--- src/rtl/panel_ops.sv ---
// Front-panel operator functions: load address, extended address,
// examine/deposit over a req/ack memory port, and stretched CPU clear.
`timescale 1ns/1ps
module panel_ops #(
  parameter int ACK_TIMEOUT  = 15,
  parameter int CLEAR_CYCLES = 4
) (
  input  logic        clk,
  input  logic        reset,
  input  logic        run,
  input  logic        cleard,
  input  logic        extd_addrd,
  input  logic        addr_loadd,
  input  logic        depd,
  input  logic        examd,
  input  logic [11:0] sr,
  input  logic [11:0] mem_rdata,
  input  logic        mem_ack,
  output logic [14:0] mem_addr,
  output logic [11:0] mem_wdata,
  output logic        mem_re,
  output logic        mem_we,
  output logic [11:0] pc,
  output logic [2:0]  ifr,
  output logic [2:0]  dfr,
  output logic [11:0] ma,
  output logic [11:0] md,
  output logic        busy,
  output logic        cpu_clear,
  output logic        mem_err
);

  typedef enum logic [1:0] {
    IDLE, RD, WR, CLR
  } state_t;

  localparam logic [7:0] TO_LAST  = 8'(ACK_TIMEOUT - 1);
  localparam logic [7:0] CLR_LAST = 8'(CLEAR_CYCLES - 1);

  state_t     state;
  logic [7:0] cnt;

  logic go_clr;
  logic go_ext;
  logic go_ld;
  logic go_dep;
  logic go_exam;
  logic take;

  // Priority-resolve the pulses into a one-hot select.
  always_comb begin
    take    = (state == IDLE) && !run;
    go_clr  = take && cleard;
    go_ext  = take && !cleard && extd_addrd;
    go_ld   = take && !cleard && !extd_addrd
              && addr_loadd;
    go_dep  = take && !cleard && !extd_addrd
              && !addr_loadd && depd;
    go_exam = take && !cleard && !extd_addrd
              && !addr_loadd && !depd && examd;
  end

  always_ff @(posedge clk or negedge reset) begin
    if (!reset) begin
      state     <= IDLE;
      cnt       <= '0;
      mem_addr  <= '0;
      mem_wdata <= '0;
      mem_re    <= 1'b0;
      mem_we    <= 1'b0;
      pc        <= '0;
      ifr       <= '0;
      dfr       <= '0;
      ma        <= '0;
      md        <= '0;
      busy      <= 1'b0;
      cpu_clear <= 1'b0;
      mem_err   <= 1'b0;
    end else begin
      unique case (state)
        IDLE: begin
          unique case (1'b1)
            go_clr: begin
              cpu_clear <= 1'b1;
              cnt       <= '0;
              busy      <= 1'b1;
              state     <= CLR;
            end
            go_ext: begin
              ifr <= sr[5:3];
              dfr <= sr[2:0];
            end
            go_ld: begin
              pc <= sr;
              ma <= sr;
            end
            go_dep: begin
              mem_addr  <= {ifr, pc};
              mem_wdata <= sr;
              mem_we    <= 1'b1;
              cnt       <= '0;
              mem_err   <= 1'b0;
              busy      <= 1'b1;
              state     <= WR;
            end
            go_exam: begin
              mem_addr <= {ifr, pc};
              mem_re   <= 1'b1;
              cnt      <= '0;
              mem_err  <= 1'b0;
              busy     <= 1'b1;
              state    <= RD;
            end
            default: ;
          endcase
        end
        RD, WR: begin
          if (mem_ack) begin
            md     <= (state == RD) ? mem_rdata
                                    : mem_wdata;
            ma     <= pc;
            pc     <= pc + 12'd1;
            mem_re <= 1'b0;
            mem_we <= 1'b0;
            busy   <= 1'b0;
            state  <= IDLE;
          end else if (cnt == TO_LAST) begin
            mem_re  <= 1'b0;
            mem_we  <= 1'b0;
            mem_err <= 1'b1;
            busy    <= 1'b0;
            state   <= IDLE;
          end else begin
            cnt <= cnt + 8'd1;
          end
        end
        CLR: begin
          if (cnt == CLR_LAST) begin
            cpu_clear <= 1'b0;
            busy      <= 1'b0;
            state     <= IDLE;
          end else begin
            cnt <= cnt + 8'd1;
          end
        end
        default: state <= IDLE;
      endcase
    end
  end

endmodule

--- config.mk ---
export PLATFORM = sky130hd
export DESIGN_NAME = panel_ops
export DESIGN_NICKNAME = d
export VERILOG_FILES = /design/src/rtl/panel_ops.sv
export SDC_FILE = /design/constraint.sdc
export NUM_CORES = 1
export LEC_CHECK = 0
export CAP_MARGIN = 0
export CORE_MARGIN = 2
export CORE_UTILIZATION = 30
export CTS_CLUSTER_DIAMETER = 80
export DETAILED_ROUTE_END_ITERATION = 16
export DONT_BUFFER_PORTS = 1
export GPL_ROUTABILITY_DRIVEN = 0
export SLEW_MARGIN = 20
export SYNTH_ARGS = -nofsm -noshare
export SYNTH_HDL_FRONTEND = slang
export SYNTH_SLANG_ARGS = --single-unit
--- constraint.sdc ---
create_clock -name clk -period 3.7 [get_ports clk]
set_clock_uncertainty 0.2 [all_clocks]
set_input_delay 0.74 -clock clk [delete_from_list [all_inputs] [get_ports clk]]
set_output_delay 0.74 -clock clk [all_outputs]
set_load 0.05 [all_outputs]
## After elaboration in Yosys (flattened, before gate mapping)

Cells that the tools add are included.

- Bits of input ports: 33
- Flip-flop bits (word level): 84
- Logic and storage cells: 99

- Reduce and logical (&&, ||, !) cells: 33
- $add $sub $neg: 2
- Equality and inequality tests: 19
- Multiplexer cells: 31

Operator list:

| operator | count |
|---|---|
| two-way mux 12 bit | 4 |
| one-hot mux 12 bit (2 select lines) | 2 |
| two-way mux 8 bit | 4 |
| inequality test 2 bit, second input constant | 12 |
| one-hot mux 8 bit (3 select lines) | 1 |
| AND reduction 3 bit | 6 |
| adder 12 x 1 -> 12 bit, second input constant | 1 |
| one-hot mux 2 bit (3 select lines) | 2 |
| logical AND 1 bit | 10 |
| two-way mux 1 bit | 10 |
| adder 8 x 1 -> 8 bit, second input constant | 1 |
| equality test 8 x 2 -> 1 bit, second input constant | 1 |
| equality test 8 x 4 -> 1 bit, second input constant | 1 |
| one-hot mux 1 bit (2 select lines) | 4 |
| AND reduction 2 bit | 4 |
| AND reduction 4 bit | 2 |
| two-way mux 2 bit | 3 |
| logical NOT 1 bit | 5 |
| equality test 2 bit, second input constant | 2 |
| inequality test 4 bit, second input constant | 1 |
| nonzero test 2 bit | 2 |
| OR reduction 2 bit | 2 |
| inequality test 3 bit, second input constant | 1 |
| one-hot mux 1 bit (3 select lines) | 1 |
| other kinds (3) | 3 |

## Depth between registers and ports, before layout

Gate-level depths: netlist of run 1.

- Depth in word-level cells: 10
- Depth in mapped cells: 8
- Mapped depth without buffers: 6

## Worst setup path before layout of run 1

No wires, ideal clock.

- Path kind: in2reg
- From: input port run
- To: register cnt[0]
- Library setup time: 0.125 ns
- Required time: 3.375 ns
- Cell stages on the path: 5
- Arrival: 2.298 ns
- Path slack: 1.077 ns
- Cell sequence: or3_1 o311a_4 or3_1 buf_6 mux2_4

- Cells in the longest elaborated chain, start to end: 10

RTL lines:

| what | RTL line | text |
|---|---|---|
| start, declared | 10 | `input logic run,` |
| logical NOT 1 bit (*) | 52 | `take = (state == IDLE) && !run;` |
| logical AND 1 bit (*) | 52 |  |
| logical AND 1 bit (2 in a row) | 57, 59 |  |
| logical AND 1 bit | 58, 60 |  |
| logical AND 1 bit (2 in a row) | 60 | `&& !addr_loadd && !depd && examd;` |
| OR reduction 3 bit (no source line) (*) | - |  |
| inequality test 2 bit (no source line) (*) | - |  |
| AND reduction 4 bit (no source line) (*) | - |  |
| end signal, assigned | 134 | `cnt <= cnt + 8'd1;` |
| end signal, assigned | 143 | `cnt <= cnt + 8'd1;` |
| end, declared | 41 | `logic [7:0] cnt;` |

Mark *: on every way between the ends. The rest lies on a longest branch, timed or not.
A chain may end at the register's enable or synchronous reset.

## Worst setup path after layout of run 1

- From: register state[1]
- To: register mem_wdata[9]

- Cells in the longest elaborated chain, start to end: 7

RTL lines:

| what | RTL line | text |
|---|---|---|
| start, declared | 40 | `state_t state;` |
| start signal, assigned | 65 | `state <= IDLE;` |
| start signal, assigned | 87 | `state <= CLR;` |
| start signal, assigned | 104 | `state <= WR;` |
| logical NOT 2 bit (*) | 52, 80 |  |
| logical AND 1 bit | 52 |  |
| logical AND 1 bit (2 in a row) | 57 | `go_dep = take && !cleard && !extd_addrd` |
| logical AND 1 bit (2 in a row) | 58 | `&& !addr_loadd && depd;` |
| AND reduction 2 bit (no source line) (*) | - |  |
| end signal, assigned | 99 | `mem_wdata <= sr;` |
| end, declared | 20 | `output logic [11:0] mem_wdata,` |

Marked as above.

==> impl_results.rst, run 1 <==
.. list-table::
   :header-rows: 1

   * - Metric
     - Value
   * - Status
     - completed
   * - Synth unique cells
     - 46
   * - Final number of max-transition violations
     - 0
   * - Post-cts gate resize count
     - 0
   * - Chain of cells forming the critical path
     - inv_1 > ha_1 > nor3b_1 > nand3_1 > mux2_2
   * - Clock insertion delay at the later pin of the skew report
     - 0.34 ns
   * - Number of buffer and inverter instances along the worst setup path
     - 1
   * - Average size of a mapped cell
     - 10.7 um^2
   * - Per-cell via count in the routed design
     - 5.19
   * - Cell count after synthesis
     - 382
   * - Transition time at the pin with the least slew margin
     - 0.927 ns
   * - Cell Area, Synth
     - 4110 um^2
   * - Post-detailed-route DRC marker count
     - 0
   * - Sum Neg Setup Slack
     - 0 ns
   * - Detailed router's first-iteration violation count
     - 161
   * - Final WL
     - 10200 um
   * - Largest buffer count on any clock path
     - 2
   * - Final period demand of the worst path
     - 2.86 ns
   * - Htree depth
     - 3
   * - Area growth from synthesis to layout
     - 10.6%
   * - Busiest grt layer
     - met2
   * - First-pass GRT wire length
     - 15800 um
   * - DPL Wire Length
     - 7230 um
   * - Beginning of the critical path
     - state[1]
   * - Die area
     - 14600 um^2
   * - Setup repair after global routing missed its margin
     - no
   * - Number of enable flip-flop cells after synthesis
     - 0
   * - Buffers inserted during post-CTS setup optimization
     - 0
   * - Cell row count
     - 42
   * - Layout Nets
     - 413
   * - Antenna fix cells
     - 0
   * - Clock Root Buffer
     - sky130_fd_sc_hd__clkbuf_16
   * - Num CTS Buffers
     - 9
   * - Type of the tightest min-delay check
     - primary input to async pin
   * - Clk pin slew, worst setup/hold paths
     - 0.06 ns
   * - Via count of the first global-routing pass
     - 2785
   * - Final worst path period share
     - 77.4%
   * - Max stage delay cell, worst path
     - sky130_fd_sc_hd__nand3_1
   * - Max Clk Rate
     - 349 MHz
   * - Clock tree from TritonCTS
     - yes
   * - Initial cell density of the core
     - 30.9%
   * - Most common cell after layout, fill and taps aside
     - sky130_fd_sc_hd__dfrtp_1
   * - WP data arrival
     - 2.88 ns
   * - Total of buffers placed on input and output ports
     - 0
   * - Vertical die dimension
     - 121 um
   * - Final Setup Violations
     - 0
   * - Routing usage on met1
     - 18.5%
   * - Synth warn
     - 0
   * - Critical path peak fanout
     - 15
   * - Async set or reset register ratio after synthesis
     - 100%
   * - #FFs+latches synth
     - 84
   * - Core area
     - 13300 um^2
   * - CP peak stage delay
     - 0.68 ns
   * - Commonest non-fill, non-tap cells in the layout
     - sky130_fd_sc_hd__dfrtp_1, sky130_fd_sc_hd__mux2_2, sky130_fd_sc_hd__nor2_1
   * - Routed vias
     - 2871
   * - Remaining number of nets flagged by the antenna check after routing
     - 0
   * - CTS sink count
     - 84
   * - Pin count of the biggest net entering global routing
     - 85
   * - Antenna violations before repair
     - 0
   * - Crit path capture type
     - flip-flop
   * - Maximum Capacitance Violations
     - 0
   * - DRT Pass-1 Iters
     - 4
   * - Number of hold buffers added after cts
     - 1
   * - Share of cells above drive strength 1
     - 17.0%
   * - Met3 usage in global routing
     - 5.03%
   * - Total global routing track utilization
     - 14.3%
   * - Critical path start-end classification
     - flip-flop to flip-flop
   * - CP Launch Type
     - flip-flop
   * - Net count after synthesis
     - 422
   * - Width of the die
     - 121 um
   * - Total gr overflow
     - 0
   * - GR met2 Demand/Resource
     - 21.9%
   * - Kind of cell adding the most delay to the critical path
     - simple AND/OR/NAND/NOR gates
   * - Top-level port count
     - 107
   * - Sequential share of the synthesized area
     - 51.2%
   * - Detail-routed net length per standard cell
     - 18.4 um
   * - Top flip-flop cell by instance count after synthesis
     - sky130_fd_sc_hd__dfrtp_1
   * - Max-Slew Margin vs Limit
     - 38.2%
   * - Start of the worst register-to-register path
     - state[1]
   * - Data required, critical path
     - 3.72 ns
   * - Number of failing hold endpoints at the final stage
     - 0
-- cell families after synthesis --
group / share of synthesized area, %
simple gates: 14.7
flops: 51.2
compound gates: 13.2
mux: 15.6
buf+inv: 3.17
fa+ha+maj: 2.13
-- registers in the layout, indices dropped and copies added, names as in the netlist --
name / cells
cpu_clear: 1
state: 2
ifr: 3
pc: 12
busy: 1
cnt: 8
md: 12
mem_wdata: 12
mem_addr: 15
mem_err: 1
mem_we: 1
mem_re: 1
dfr: 3
ma: 12
-- stage by stage --
| stage | hold WS, ns | utilization (%) | setup slack [ns] | std cells | area, um^2 |
|---|---|---|---|---|---|
| finish | 0.114 | 34.2 | 0.836 | 553 | 4540 |
| floorplan | 0.244 | - | 1.08 | 382 | 4110 |
| detailed placement | 0.249 | 31.9 | 0.654 | 537 | 4250 |
| CTS | 0.122 | 34.2 | 0.807 | 553 | 4540 |
| global placement | 0.248 | 31.9 | 0.666 | 537 | 4250 |
| global route | 0.137 | 34.2 | 0.636 | 553 | 4540 |
-- worst paths after layout --
| kind | slack, ns | cells past startpoint | end |
|---|---|---|---|
| setup / recovery | 0.84 | 5 | mem_wdata[9] |
| hold / removal | 0.11 | 1 | mem_addr[8] |
| setup reg to reg | 0.84 | 5 | mem_wdata[9] |
| hold reg to reg | 0.37 | 1 | cnt[7] |
| max in group asynchronous | 2.86 | 1 | md[11] |
| min in group clk | 0.35 | 1 | mem_wdata[0] |
-- final cells by class --
type                            instances  area [um^2]
Timing Repair Buffer                    4         50.0
Clock buffer                           10          239
Fill cell                            1323         8750
Sequential cell                        84         2100
Tap cell                              176          220
Inverter                                7         26.3
Multi-Input combinational cell        267         1870
Clock inverter                          5         28.8
-- cell usage after synthesis (4+ instances only) --
cell                       number  area, um^2
sky130_fd_sc_hd__nor3_1         6        30.0
sky130_fd_sc_hd__a211o_1        4        35.0
sky130_fd_sc_hd__o31ai_1        4        30.0
sky130_fd_sc_hd__and2_1         4        25.0
sky130_fd_sc_hd__ha_1           7        87.6
sky130_fd_sc_hd__inv_1          7        26.3
sky130_fd_sc_hd__a21o_1         4        30.0
sky130_fd_sc_hd__nand3_1       10        50.1
sky130_fd_sc_hd__o21ai_0       22         110
sky130_fd_sc_hd__a21oi_1       23         115
sky130_fd_sc_hd__and3_1         4        25.0
sky130_fd_sc_hd__a211oi_1       4        30.0
sky130_fd_sc_hd__nor4_1         4        25.0
sky130_fd_sc_hd__nand2_1       26        97.6
sky130_fd_sc_hd__nand2b_1       5        31.3
sky130_fd_sc_hd__mux2_2        36         405
sky130_fd_sc_hd__nand3b_1       4        30.0
sky130_fd_sc_hd__clkbuf_1      19        71.3
sky130_fd_sc_hd__nor2_1        33         124
sky130_fd_sc_hd__or3_1          4        25.0
sky130_fd_sc_hd__dfrtp_1       84        2100
sky130_fd_sc_hd__a31oi_1        8        50.1
sky130_fd_sc_hd__nor2b_1        6        37.5
sky130_fd_sc_hd__mux2i_1       19         190
-- layer usage --
metal	wire, um	vias up
met3	810	14
met2	4720	90
met4	175	0
met5	0	-
met1	4470	1409
li1	-	1358
Power of run 1 is left out: the tool's default activity adds up to more than one toggle a clock period on the data nets, which glitch-free logic cannot reach.
==> inputs of run 2 (changes only) <==
==> constraint.sdc (replaced) <==
create_clock -name clk -period 2.4 [get_ports clk]
set_clock_uncertainty 0.2 [all_clocks]
set_input_delay 0.48 -clock clk [delete_from_list [all_inputs] [get_ports clk]]
set_output_delay 0.48 -clock clk [all_outputs]
set_load 0.05 [all_outputs]
==> impl_results.rst, run 2 (same netlist as run 1, synthesis figures left out) <==
.. list-table::
   :header-rows: 1

   * - Metric
     - Value
   * - Type of the tightest min-delay check
     - primary input to async pin
   * - Most common cell after layout, fill and taps aside
     - sky130_fd_sc_hd__dfrtp_1
   * - Worst Hold Slack
     - -0.357 ns
   * - CTS sink count
     - 84
   * - Transition time at the pin with the least slew margin
     - 0.599 ns
   * - Final WL
     - 10600 um
   * - End of the worst register-to-register path
     - cnt[1]
   * - Width of the die
     - 121 um
   * - Chain of cells forming the critical path
     - inv_1 > ha_1 > and2_1 > a21o_1 > or3_4 > mux2_4
   * - Buffers inserted during post-CTS setup optimization
     - 0
   * - Pin count of the biggest net entering global routing
     - 85
   * - CP Launch Type
     - flip-flop
   * - Via count of the first global-routing pass
     - 2966
   * - Num CTS Buffers
     - 9
   * - WP data arrival
     - 2.29 ns
   * - Maximum Capacitance Violations
     - 0
   * - Critical path start-end classification
     - flip-flop to flip-flop
   * - Clock Root Buffer
     - sky130_fd_sc_hd__clkbuf_16
   * - Final Setup Violations
     - 0
   * - Antenna violations before repair
     - 0
   * - Vertical die dimension
     - 121 um
   * - Routed vias
     - 3024
   * - Total of buffers placed on input and output ports
     - 0
   * - Register-to-register path setup slack
     - 0.13 ns
   * - Flip-flop count of the largest register after layout
     - 15
   * - Start of the worst register-to-register path
     - state[0]
   * - Final period demand of the worst path
     - 2.27 ns
   * - Cell row count
     - 42
   * - Worst R2R Path Depth
     - 6
   * - Per-cell via count in the routed design
     - 5.20
   * - Filler instances
     - 1296
   * - Clock insertion delay at the later pin of the skew report
     - 0.34 ns
   * - Max Clk Rate
     - 440 MHz
   * - Detail-routed net length per standard cell
     - 18.2 um
   * - Total gr overflow
     - 0
   * - Clock tree from TritonCTS
     - yes
   * - Register with the most flip-flops
     - mem_addr
   * - Post-detailed-route DRC marker count
     - 0
   * - Number of failing hold endpoints at the final stage
     - 84
   * - Crit path capture type
     - flip-flop
   * - Detailed router's first-iteration violation count
     - 146
   * - Area growth from synthesis to layout
     - 17.1%
   * - Final number of max-transition violations
     - 0
   * - Non-Filler Cell Area, Final
     - 4810 um^2
   * - DPL Wire Length
     - 7740 um
   * - Critical path peak fanout
     - 8
   * - Remaining number of nets flagged by the antenna check after routing
     - 0
   * - Setup repair after global routing missed its margin
     - no
   * - Share of cells above drive strength 1
     - 23.5%
   * - Placement-stage cell area
     - 4480 um^2
   * - Commonest non-fill, non-tap cells in the layout
     - sky130_fd_sc_hd__dfrtp_1, sky130_fd_sc_hd__mux2_2, sky130_fd_sc_hd__nor2_1
   * - First-pass GRT wire length
     - 16200 um
   * - Total global routing track utilization
     - 14.6%
   * - Initial cell density of the core
     - 30.9%
   * - Max stage delay cell, worst path
     - sky130_fd_sc_hd__or3_4
   * - Data required, critical path
     - 2.41 ns
   * - Antenna fix cells
     - 0
   * - Layout Nets
     - 441
   * - CP peak stage delay
     - 0.44 ns
   * - Final worst path period share
     - 94.6%
   * - Largest buffer count on any clock path
     - 2
   * - Status
     - finished with violations
   * - Top-level port count
     - 107
   * - Violations in the final reports
     - negative hold slack
   * - DRT Pass-1 Iters
     - 5
   * - Core area
     - 13300 um^2
   * - Die area
     - 14600 um^2
   * - Max-Slew Margin vs Limit
     - 60.1%
   * - Clk pin slew, worst setup/hold paths
     - 0.06 ns
   * - Htree depth
     - 3
[run 2: worst max-delay path by stage]
stage | start | to | slack [ns] | depth (start not counted)
finish | state[0] | cnt[1] | 0.13 | 6
global route | state[0] | cnt[0] | 0.02 | 6
CTS | state[0] | cnt[1] | 0.01 | 6
detailed placement | run | pc[5] | -0.13 | 4
global placement | run | pc[5] | -0.11 | 5
floorplan | state[0] | cnt[0] | 0.02 | 8
[run 2: worst max-delay path: cells and delay by family, from the launching register on]
kind,cells,cell delay (ns)
DFF,1,0.37
and+or+nand+nor,2,0.63
AOI/OAI and AO/OA,1,0.17
adders and majority gates,1,0.37
buffers and inverters,1,0.09
muxes,1,0.31
[run 2: cell type report]
| cell class | count | area (um^2) | share of cell area, % |
|---|---|---|---|
| Clock buffer | 11 | 243 | 5.05 |
| Tap cell | 176 | 220 | 4.58 |
| Multi-Input combinational cell | 267 | 1890 | 39.3 |
| Inverter | 7 | 26.3 | 0.546 |
| Clock inverter | 4 | 73.8 | 1.53 |
| Timing Repair Buffer | 32 | 256 | 5.33 |
| Sequential cell | 84 | 2100 | 43.7 |
[run 2: what timing repair did]
action                                 in CTS  in global routing
endpoints found under the hold margin      84                 84
resized for setup                           1                  4
setup endpoints to repair                   4                 30
[run 2: through the flow]
stage	instances	util, %	setup slack [ns]	TNS (ns)
2_1_floorplan	382	-	0.0189	0
3_3_place_gp	566	33.7	-0.114	-0.575
3_5_place_dp	566	33.7	-0.125	-0.972
4_1_cts	581	36.1	0.0130	0
5_1_grt	581	36.2	0.0230	0
6_report	581	36.2	0.129	0
[run 2: metal layers]
layer  share of wire (%)  GRT usage (%)
met1                  44           19.1
met2                  47           22.6
met3                 7.2           4.79
met4                 1.4           5.45
met5                   0              0
Power of run 2 is left out for the same reason.
